<file path="src/rtl/scr1_imem_dmem_arbiter_if.sv">
// Bundle of the imem, dmem and shared memory-port signals around the arbiter.
// The master modport is the arbiter's view; slave is the core-plus-memory side.
interface scr1_imem_dmem_arbiter_if #(
    parameter int AWIDTH = 32,
    parameter int DWIDTH = 32
);
    logic              imem_req_ack;
    logic              imem_req;
    logic [AWIDTH-1:0] imem_addr;
    logic [DWIDTH-1:0] imem_rdata;
    logic [1:0]        imem_resp;

    logic              dmem_req_ack;
    logic              dmem_req;
    logic              dmem_cmd;
    logic [1:0]        dmem_width;
    logic [AWIDTH-1:0] dmem_addr;
    logic [DWIDTH-1:0] dmem_wdata;
    logic [DWIDTH-1:0] dmem_rdata;
    logic [1:0]        dmem_resp;

    logic              port_req_ack;
    logic              port_req;
    logic              port_cmd;
    logic [1:0]        port_width;
    logic [AWIDTH-1:0] port_addr;
    logic [DWIDTH-1:0] port_wdata;
    logic [DWIDTH-1:0] port_rdata;
    logic [1:0]        port_resp;

    modport master (
        output imem_req_ack, imem_rdata, imem_resp,
        output dmem_req_ack, dmem_rdata, dmem_resp,
        output port_req, port_cmd, port_width, port_addr, port_wdata,
        input  imem_req, imem_addr,
        input  dmem_req, dmem_cmd, dmem_width, dmem_addr, dmem_wdata,
        input  port_req_ack, port_rdata, port_resp
    );

    modport slave (
        input  imem_req_ack, imem_rdata, imem_resp,
        input  dmem_req_ack, dmem_rdata, dmem_resp,
        input  port_req, port_cmd, port_width, port_addr, port_wdata,
        output imem_req, imem_addr,
        output dmem_req, dmem_cmd, dmem_width, dmem_addr, dmem_wdata,
        output port_req_ack, port_rdata, port_resp
    );
endinterface

</file>
<file path="src/rtl/scr1_imem_dmem_arbiter.sv">
// Round-robin (or dmem-priority) arbiter sharing one SCR1 memory port between
// imem and dmem, with zero added latency and pipelined address/data phases.
module scr1_imem_dmem_arbiter #(
    parameter int AWIDTH    = 32,
    parameter int DWIDTH    = 32,
    parameter bit DMEM_PRIO = 1'b0
) (
    input  logic                          clk,
    input  logic                          rst_n,
    scr1_imem_dmem_arbiter_if.master      bus
);
    localparam logic [1:0] RESP_NOTRDY = 2'b00;
    localparam logic [1:0] RESP_RDY_OK = 2'b01;
    localparam logic       CMD_RD      = 1'b0;
    localparam logic [1:0] WIDTH_WORD  = 2'b10;

    typedef enum logic { ST_ADDR, ST_DATA } state_e;
    typedef enum logic { MST_IMEM = 1'b0, MST_DMEM = 1'b1 } master_e;

    state_e  state, state_nxt;
    master_e owner, owner_nxt;
    master_e last_gnt, last_gnt_nxt;
    master_e gnt;

    logic              window;
    logic              gnt_req;
    logic              accept;
    logic              imem_sel;
    logic              dmem_sel;
    logic [AWIDTH-1:0] gnt_addr;
    logic [DWIDTH-1:0] gnt_wdata;

    // A new address phase may overlap the RDY_OK of the outstanding one.
    assign window = (state == ST_ADDR) || (bus.port_resp == RESP_RDY_OK);

    always_comb begin
        gnt = MST_IMEM;
        if (bus.dmem_req && !bus.imem_req) begin
            gnt = MST_DMEM;
        end else if (bus.dmem_req && bus.imem_req) begin
            gnt = (DMEM_PRIO || last_gnt == MST_IMEM) ? MST_DMEM : MST_IMEM;
        end
    end

    assign gnt_req          = (gnt == MST_DMEM) ? bus.dmem_req : bus.imem_req;
    assign bus.port_req     = window && gnt_req;
    assign bus.imem_req_ack = window && (gnt == MST_IMEM) && bus.port_req_ack;
    assign bus.dmem_req_ack = window && (gnt == MST_DMEM) && bus.port_req_ack;
    assign accept           = bus.port_req && bus.port_req_ack;

    assign gnt_addr       = (gnt == MST_DMEM) ? bus.dmem_addr : bus.imem_addr;
    assign gnt_wdata      = (gnt == MST_DMEM) ? bus.dmem_wdata : '0;
    assign bus.port_addr  = gnt_addr;
    assign bus.port_wdata = gnt_wdata;
    assign bus.port_cmd   = (gnt == MST_DMEM) ? bus.dmem_cmd : CMD_RD;
    assign bus.port_width = (gnt == MST_DMEM) ? bus.dmem_width : WIDTH_WORD;

    assign imem_sel = (state == ST_DATA) && (owner == MST_IMEM);
    assign dmem_sel = (state == ST_DATA) && (owner == MST_DMEM);

    assign bus.imem_resp  = imem_sel ? bus.port_resp : RESP_NOTRDY;
    assign bus.imem_rdata = imem_sel ? bus.port_rdata : '0;
    assign bus.dmem_resp  = dmem_sel ? bus.port_resp : RESP_NOTRDY;
    assign bus.dmem_rdata = dmem_sel ? bus.port_rdata : '0;

    // NOTE: every next-state variable gets its hold value first, so no path
    // through this block leaves one unassigned and no latch is inferred.
    always_comb begin
        state_nxt    = state;
        owner_nxt    = owner;
        last_gnt_nxt = last_gnt;
        if (accept) begin
            state_nxt    = ST_DATA;
            owner_nxt    = gnt;
            last_gnt_nxt = gnt;
        end else if (state == ST_DATA && bus.port_resp != RESP_NOTRDY) begin
            state_nxt = ST_ADDR;
        end
    end

    // NOTE: state registers use non-blocking assignments so all three update
    // together from values computed before the edge.
    always_ff @(posedge clk or negedge rst_n) begin
        if (!rst_n) begin
            state    <= ST_ADDR;
            owner    <= MST_IMEM;
            last_gnt <= MST_DMEM;
        end else begin
            state    <= state_nxt;
            owner    <= owner_nxt;
            last_gnt <= last_gnt_nxt;
        end
    end
endmodule

</file>
<file path="src/flat_wrapper.sv">
// flat-port wrapper written by rule: the top's interface ports become plain ports
module scr1_imem_dmem_arbiter_flat 
#(
    parameter int AWIDTH    = 32,
    parameter int DWIDTH    = 32,
    parameter bit DMEM_PRIO = 1'b0
)
  (clk, rst_n, bus_imem_req_ack, bus_imem_rdata, bus_imem_resp, bus_dmem_req_ack, bus_dmem_rdata, bus_dmem_resp, bus_port_req, bus_port_cmd, bus_port_width, bus_port_addr, bus_port_wdata, bus_imem_req, bus_imem_addr, bus_dmem_req, bus_dmem_cmd, bus_dmem_width, bus_dmem_addr, bus_dmem_wdata, bus_port_req_ack, bus_port_rdata, bus_port_resp);
  scr1_imem_dmem_arbiter_if #(.AWIDTH(AWIDTH), .DWIDTH(DWIDTH)) bus_i ();
  input  logic clk;
  input  logic rst_n;
  output wire logic [$bits(bus_i.imem_req_ack)-1:0] bus_imem_req_ack;
  output wire logic [$bits(bus_i.imem_rdata)-1:0] bus_imem_rdata;
  output wire logic [$bits(bus_i.imem_resp)-1:0] bus_imem_resp;
  output wire logic [$bits(bus_i.dmem_req_ack)-1:0] bus_dmem_req_ack;
  output wire logic [$bits(bus_i.dmem_rdata)-1:0] bus_dmem_rdata;
  output wire logic [$bits(bus_i.dmem_resp)-1:0] bus_dmem_resp;
  output wire logic [$bits(bus_i.port_req)-1:0] bus_port_req;
  output wire logic [$bits(bus_i.port_cmd)-1:0] bus_port_cmd;
  output wire logic [$bits(bus_i.port_width)-1:0] bus_port_width;
  output wire logic [$bits(bus_i.port_addr)-1:0] bus_port_addr;
  output wire logic [$bits(bus_i.port_wdata)-1:0] bus_port_wdata;
  input wire logic [$bits(bus_i.imem_req)-1:0] bus_imem_req;
  input wire logic [$bits(bus_i.imem_addr)-1:0] bus_imem_addr;
  input wire logic [$bits(bus_i.dmem_req)-1:0] bus_dmem_req;
  input wire logic [$bits(bus_i.dmem_cmd)-1:0] bus_dmem_cmd;
  input wire logic [$bits(bus_i.dmem_width)-1:0] bus_dmem_width;
  input wire logic [$bits(bus_i.dmem_addr)-1:0] bus_dmem_addr;
  input wire logic [$bits(bus_i.dmem_wdata)-1:0] bus_dmem_wdata;
  input wire logic [$bits(bus_i.port_req_ack)-1:0] bus_port_req_ack;
  input wire logic [$bits(bus_i.port_rdata)-1:0] bus_port_rdata;
  input wire logic [$bits(bus_i.port_resp)-1:0] bus_port_resp;
  assign bus_imem_req_ack = bus_i.imem_req_ack;
  assign bus_imem_rdata = bus_i.imem_rdata;
  assign bus_imem_resp = bus_i.imem_resp;
  assign bus_dmem_req_ack = bus_i.dmem_req_ack;
  assign bus_dmem_rdata = bus_i.dmem_rdata;
  assign bus_dmem_resp = bus_i.dmem_resp;
  assign bus_port_req = bus_i.port_req;
  assign bus_port_cmd = bus_i.port_cmd;
  assign bus_port_width = bus_i.port_width;
  assign bus_port_addr = bus_i.port_addr;
  assign bus_port_wdata = bus_i.port_wdata;
  assign bus_i.imem_req = bus_imem_req;
  assign bus_i.imem_addr = bus_imem_addr;
  assign bus_i.dmem_req = bus_dmem_req;
  assign bus_i.dmem_cmd = bus_dmem_cmd;
  assign bus_i.dmem_width = bus_dmem_width;
  assign bus_i.dmem_addr = bus_dmem_addr;
  assign bus_i.dmem_wdata = bus_dmem_wdata;
  assign bus_i.port_req_ack = bus_port_req_ack;
  assign bus_i.port_rdata = bus_port_rdata;
  assign bus_i.port_resp = bus_port_resp;
  scr1_imem_dmem_arbiter #(.AWIDTH(AWIDTH), .DWIDTH(DWIDTH), .DMEM_PRIO(DMEM_PRIO)) u_core (.clk(clk), .rst_n(rst_n), .bus(bus_i));
endmodule
</file>
<file path="config.mk">
export PLATFORM = sky130hd
export DESIGN_NAME = scr1_imem_dmem_arbiter_flat
export DESIGN_NICKNAME = d
export VERILOG_FILES = /design/src/rtl/scr1_imem_dmem_arbiter_if.sv /design/src/rtl/scr1_imem_dmem_arbiter.sv /design/src/flat_wrapper.sv
export SDC_FILE = /design/constraint.sdc
export NUM_CORES = 1
export LEC_CHECK = 0
export CORE_AREA = 2 2 108 110
export DETAILED_ROUTE_END_ITERATION = 10
export DIE_AREA = 0 0 110 112
export PLACE_DENSITY_LB_ADDON = 0.1
export RECOVER_POWER = 50
export SETUP_SLACK_MARGIN = 0.2
export SYNTH_ARGS = -nofsm -noshare
export SYNTH_HDL_FRONTEND = slang
export SYNTH_SLANG_ARGS = --single-unit
</file>
<file path="constraint.sdc">
create_clock -name clk -period 2.25 [get_ports clk]
set_clock_uncertainty 0.1 [all_clocks]
set_input_delay 0.5625 -clock clk [delete_from_list [all_inputs] [get_ports clk]]
set_output_delay 0.5625 -clock clk [all_outputs]
set_load 0.01 [all_outputs]
</file>
# After elaboration in Yosys (flattened, before gate mapping)
# Index checks and enable logic that the tools add are counted.
# op_classes
bitwise_logic	3
n_lt_le_gt_ge	0
n_eq_ne	1
div	0
n_mul	0
shift	0
add_sub_neg	0
n_mux	14
reduce_logical	15
# op_table
op	count
$mux 32	4
$logic_and 1x1->1	11
$mux 1	7
$mux 2	3
$reduce_bool 2->1	2
$not 1->1	3
$eq 2x1->1 const B	1
$logic_not 1->1	1
$logic_or 1x1->1	1
# word_totals
register_bits	3
out_inout_bits	138
romBits	0
latchBits	0
inputBits	138
mem_bits_rw	0
mem_count	0

# Logic depth before layout (Yosys ltp)
# logic_depth
word_depth	7
depth_mapped	4
depth_no_buf	3

# Worst setup path before layout
# Ideal clock, no wire load.
# synth_path
path_kind	in2out
from	in bus_imem_req
to	out bus_port_addr[10]
n_path_buf	1
stages	4
arrival_ps	1222
setup_slack_ps	365
path_cell_list	nand2_4 nand2_4 buf_12 mux2_4
# synth_via
elab_chain_cells	4
elab_cells_between_ends	6
classes_between	3 x mux; 3 x reduce/logical
# synth_rtl
element	line_no	text
from (decl)	flat_wrapper.sv:23	input wire logic [$bits(bus_i.imem_req)-1:0] bus_imem_req;
$logic_and 1x1->1 or $logic_not 1->1 (tied branches)	scr1_imem_dmem_arbiter.sv:40, scr1_imem_dmem_arbiter.sv:38	
$mux 1 or $logic_and 1x1->1 (tied branches)	scr1_imem_dmem_arbiter.sv:40, scr1_imem_dmem_arbiter.sv:38	
$mux 1 (*)	scr1_imem_dmem_arbiter.sv:38	if (bus.dmem_req && !bus.imem_req) begin
$mux 32 (*)	scr1_imem_dmem_arbiter.sv:51	assign gnt_addr = (gnt == MST_DMEM) ? bus.dmem_addr : bus.imem_addr;
to (decl)	flat_wrapper.sv:21	output wire logic [$bits(bus_i.port_addr)-1:0] bus_port_addr;
# Mark *: on every way between the ends. The rest lies on a longest branch, timed or not.

# Worst setup path in the final report
# layout_path
from	reg u_core.last_gnt
to	out bus_port_addr[27]
# layout_via
elab_chain_cells	4
# layout_rtl
element	line_no	text
from (decl)	scr1_imem_dmem_arbiter.sv:22	master_e last_gnt, last_gnt_nxt;
from (signal assigned)	scr1_imem_dmem_arbiter.sv:91	last_gnt <= last_gnt_nxt;
$mux 1	scr1_imem_dmem_arbiter.sv:41	gnt = (DMEM_PRIO || last_gnt == MST_IMEM) ? MST_DMEM : MST_IMEM;
$mux 1	scr1_imem_dmem_arbiter.sv:40	end else if (bus.dmem_req && bus.imem_req) begin
$mux 1	scr1_imem_dmem_arbiter.sv:38	
$mux 32	scr1_imem_dmem_arbiter.sv:51	
# Every way passes these cells.

==> results <==
[cell usage in the layout (no fill, tap or decap), types with 2 or more instances in the layout]
cell / synthesis / routed
clkdlybuf4s50_1: 0 / 128
and3_1: 63 / 61
buf_6: 0 / 40
clkbuf_1: 15 / 38
buf_2: 0 / 38
and2_1: 34 / 33
mux2_4: 28 / 32
buf_4: 0 / 15
dlygate4sd2_1: 0 / 14
clkdlybuf4s15_2: 0 / 11
clkbuf_2: 2 / 9
buf_12: 3 / 8
and3_2: 5 / 5
clkbuf_16: 0 / 5
buf_16: 0 / 4
buf_8: 0 / 4
and3_4: 0 / 2
nor2_1: 3 / 2
nand2b_1: 3 / 2
a21oi_1: 3 / 2
clkbuf_4: 0 / 2
dfrtp_1: 2 / 2
[final cells by class]
cell class              instances  share of cell area (%)
clock buffers                   4                    1.74
inverters                       1                  0.0827
multi-input cells             153                    28.4
flip-flops and latches          3                    1.68
well taps                     143                    3.94
repair buffers                315                    64.2
[stage by stage]
step	setup WS [ps]	setup TNS, ps	cell area, sq um	power (mW)
2_1_floorplan	365	0	1450	0.624
3_3_place_gp	-693	-52870	4410	1.41
3_5_place_dp	-692	-53280	4410	1.41
4_1_cts	-45.6	-606	4630	1.79
5_1_grt	-82.0	-1970	4540	1.93
6_report	-23.8	-250	4540	1.81
[sequential cells by signal (all words and copies together), names as in the netlist]
name and cells:
u_core.last_gnt 1, u_core.owner 1, u_core.state 1
[layer usage]
metal | vias to the layer above | wire [microns] | global-route usage (%) | share of wire [%]
met1 | 1128 | 3310 | 14.1 | 35
met2 | 134 | 5080 | 26.8 | 53
met3 | 6 | 1030 | 3.57 | 11
met4 | 0 | 73 | 1.60 | 0.77
li1 | 1227 | - | - | -
met5 | - | 0 | 0 | 0
[cell families (layout without fill, tap and decap cells)]
family / after synthesis / in the layout
simple gates: 113 / 113
mux: 32 / 32
buf+inv: 21 / 320
compound gates: 8 / 8
flops: 3 / 3
[worst max-delay path: cells and delay by family, from the launching register on]
family / cells / cell delay (ps)
DFF: 1 / 540
buffers and inverters: 3 / 360
muxes: 1 / 300
and+or+nand+nor: 2 / 180
[path summary, 6_finish.rpt]
check,from,endpoint,cells after the start
worst max-delay path,u_core.last_gnt,bus_port_addr[27],6
worst min-delay path,u_core.last_gnt,u_core.last_gnt,1
worst max register to register,u_core.last_gnt,u_core.owner,6
worst min register to register,u_core.last_gnt,u_core.last_gnt,1
max in group asynchronous,rst_n,u_core.last_gnt,1
min in group asynchronous,rst_n,u_core.state,1
[power breakdown]
part / total (mW) / internal, mW / switching, mW
combinational: 1.45 / 0.892 / 0.558
clock: 0.283 / 0.234 / 0.0490
sequential: 0.0798 / 0.0705 / 0.00931
total: 1.81 / 1.20 / 0.616
[what timing repair did]
action,4_1_cts,5_1_grt
setup endpoints to repair,138,106
gates resized for setup,524,57
gates cloned,5,3
buffers inserted,7,7
hold endpoints to repair,0,0
hold buffers,0,0
pin swaps,4,0
==> qor.txt <==
Worst path slowest cell: dfstp_2
Via count: 2,495
Total Die Area: 12,300 sq um
CTS tree: done
Chip height: 112 microns
Simple-gate portion of the synthesized area: 49.9%
Post-DP HPWL: 7150 microns
Sequential cell area: 76.3 sq um
DRT Pass-1 Iters: 3
Synth Register Bits: 3
Final max-slew violation count: 0
Fin nets: 615
1st-iter DRT viols: 70
Cells after Synth: 177
Most used flip-flop cell after synthesis: dfrtp_1
Setup crit end kind: primary output
Class of the worst hold path: reg -> reg
Max Buffers Root-to-Sink: 2
Avg Cell Area, Syn: 8.17 sq um
Area of the mapped netlist: 1450 sq um
Initial antenna violation count: 0
EDFF count, synth: 0
# rows: 39
Wire length per cell: 15.3 microns
Via density: 4.03
Yosys top cell by area: mux2_4
Unrepaired setup endpoints after global routing: true
GPL Wtd Cong: 0.734
Final setup viols: 21
Worst skew pair latency: 220 ps
IO Count: 276
Pwr dens: 400 nW/um^2
Post-synthesis compound-gate area fraction: 3.63%
# diodes: 0
Hold WS: 430 ps
Max VDD drop: 192 uV
Period utilization: 101%
CP cell instances: nand2_4 > nand2_8 > buf_12 > buf_8 > mux2_4 > buf_6
IO Port Bufs: 275
Area occupied by multi-input gates: 1290 sq um
Startpoint types: flop
Least-Margin Pin Slew: 313 ps
Filler cells: 1,147
Top-count cell post-synth: and3_1
Synth top area share: 29.1%
Max capacitance violation total: 0
Die X: 110 microns
Max transition margin: 79.1%
Largest family of logic cells by synthesized area: simple AND/OR/NAND/NOR gates
CTS root buf: clkbuf_16
Routed WL: 9490 microns
WS Path Type: reg -> out
All-layer global routing usage: 13.5%
DRT antenna net count: 0
Area delta synth->final: 214%
Fraction of layout cells with a size suffix above 1: 38.7%
Async SR Flop Fraction: 100%
Reg2reg setup slack: 920 ps
Synth Area in XOR/XNOR: 0%
Global-route wire length before repair: 13,300 microns
Status: complete, but fails checks
Synthesized net count: 315
Placed cell count: 593
GRT overflow: 0
Final std cells w/o fill: 619
Synth cell count leaders: and3_1, and2_1, mux2_4
Number of global-route vias before repair: 2,458
Largest net degree at the start of global routing: 35
Clock sink count: 3
Fin util: 40.6%
PnR worst setup slack: -23.8 ps
Fmax: 440 MHz
Synth Area in Adders: 0%
Final Critical Period: 2270 ps
Post-synthesis mux area share: 32.2%
Worst-path clk slew: 30 ps
Effective utilization at floorplan: 12.9%
H-tree depth: 1
Largest stage delay on the critical path: 540 ps
DRC: 0
Synth area leaders: mux2_4, and3_1, and2_1
Final Hold Fails: 0
Failing checks: negative setup slack
CP Data Arrival Time: 1610 ps
Cts bufs inserted: 3
Core Region: 11,200 sq um
Leak: 2.33 nW
Seq/Total Area, Yosys: 5.28%
Crit path max fanout: 5
Yosys warning total: 0
Required @ worst endpoint: 1590 ps
Yosys cell types: 23
Note: power is estimated with default switching activity, not from simulation.
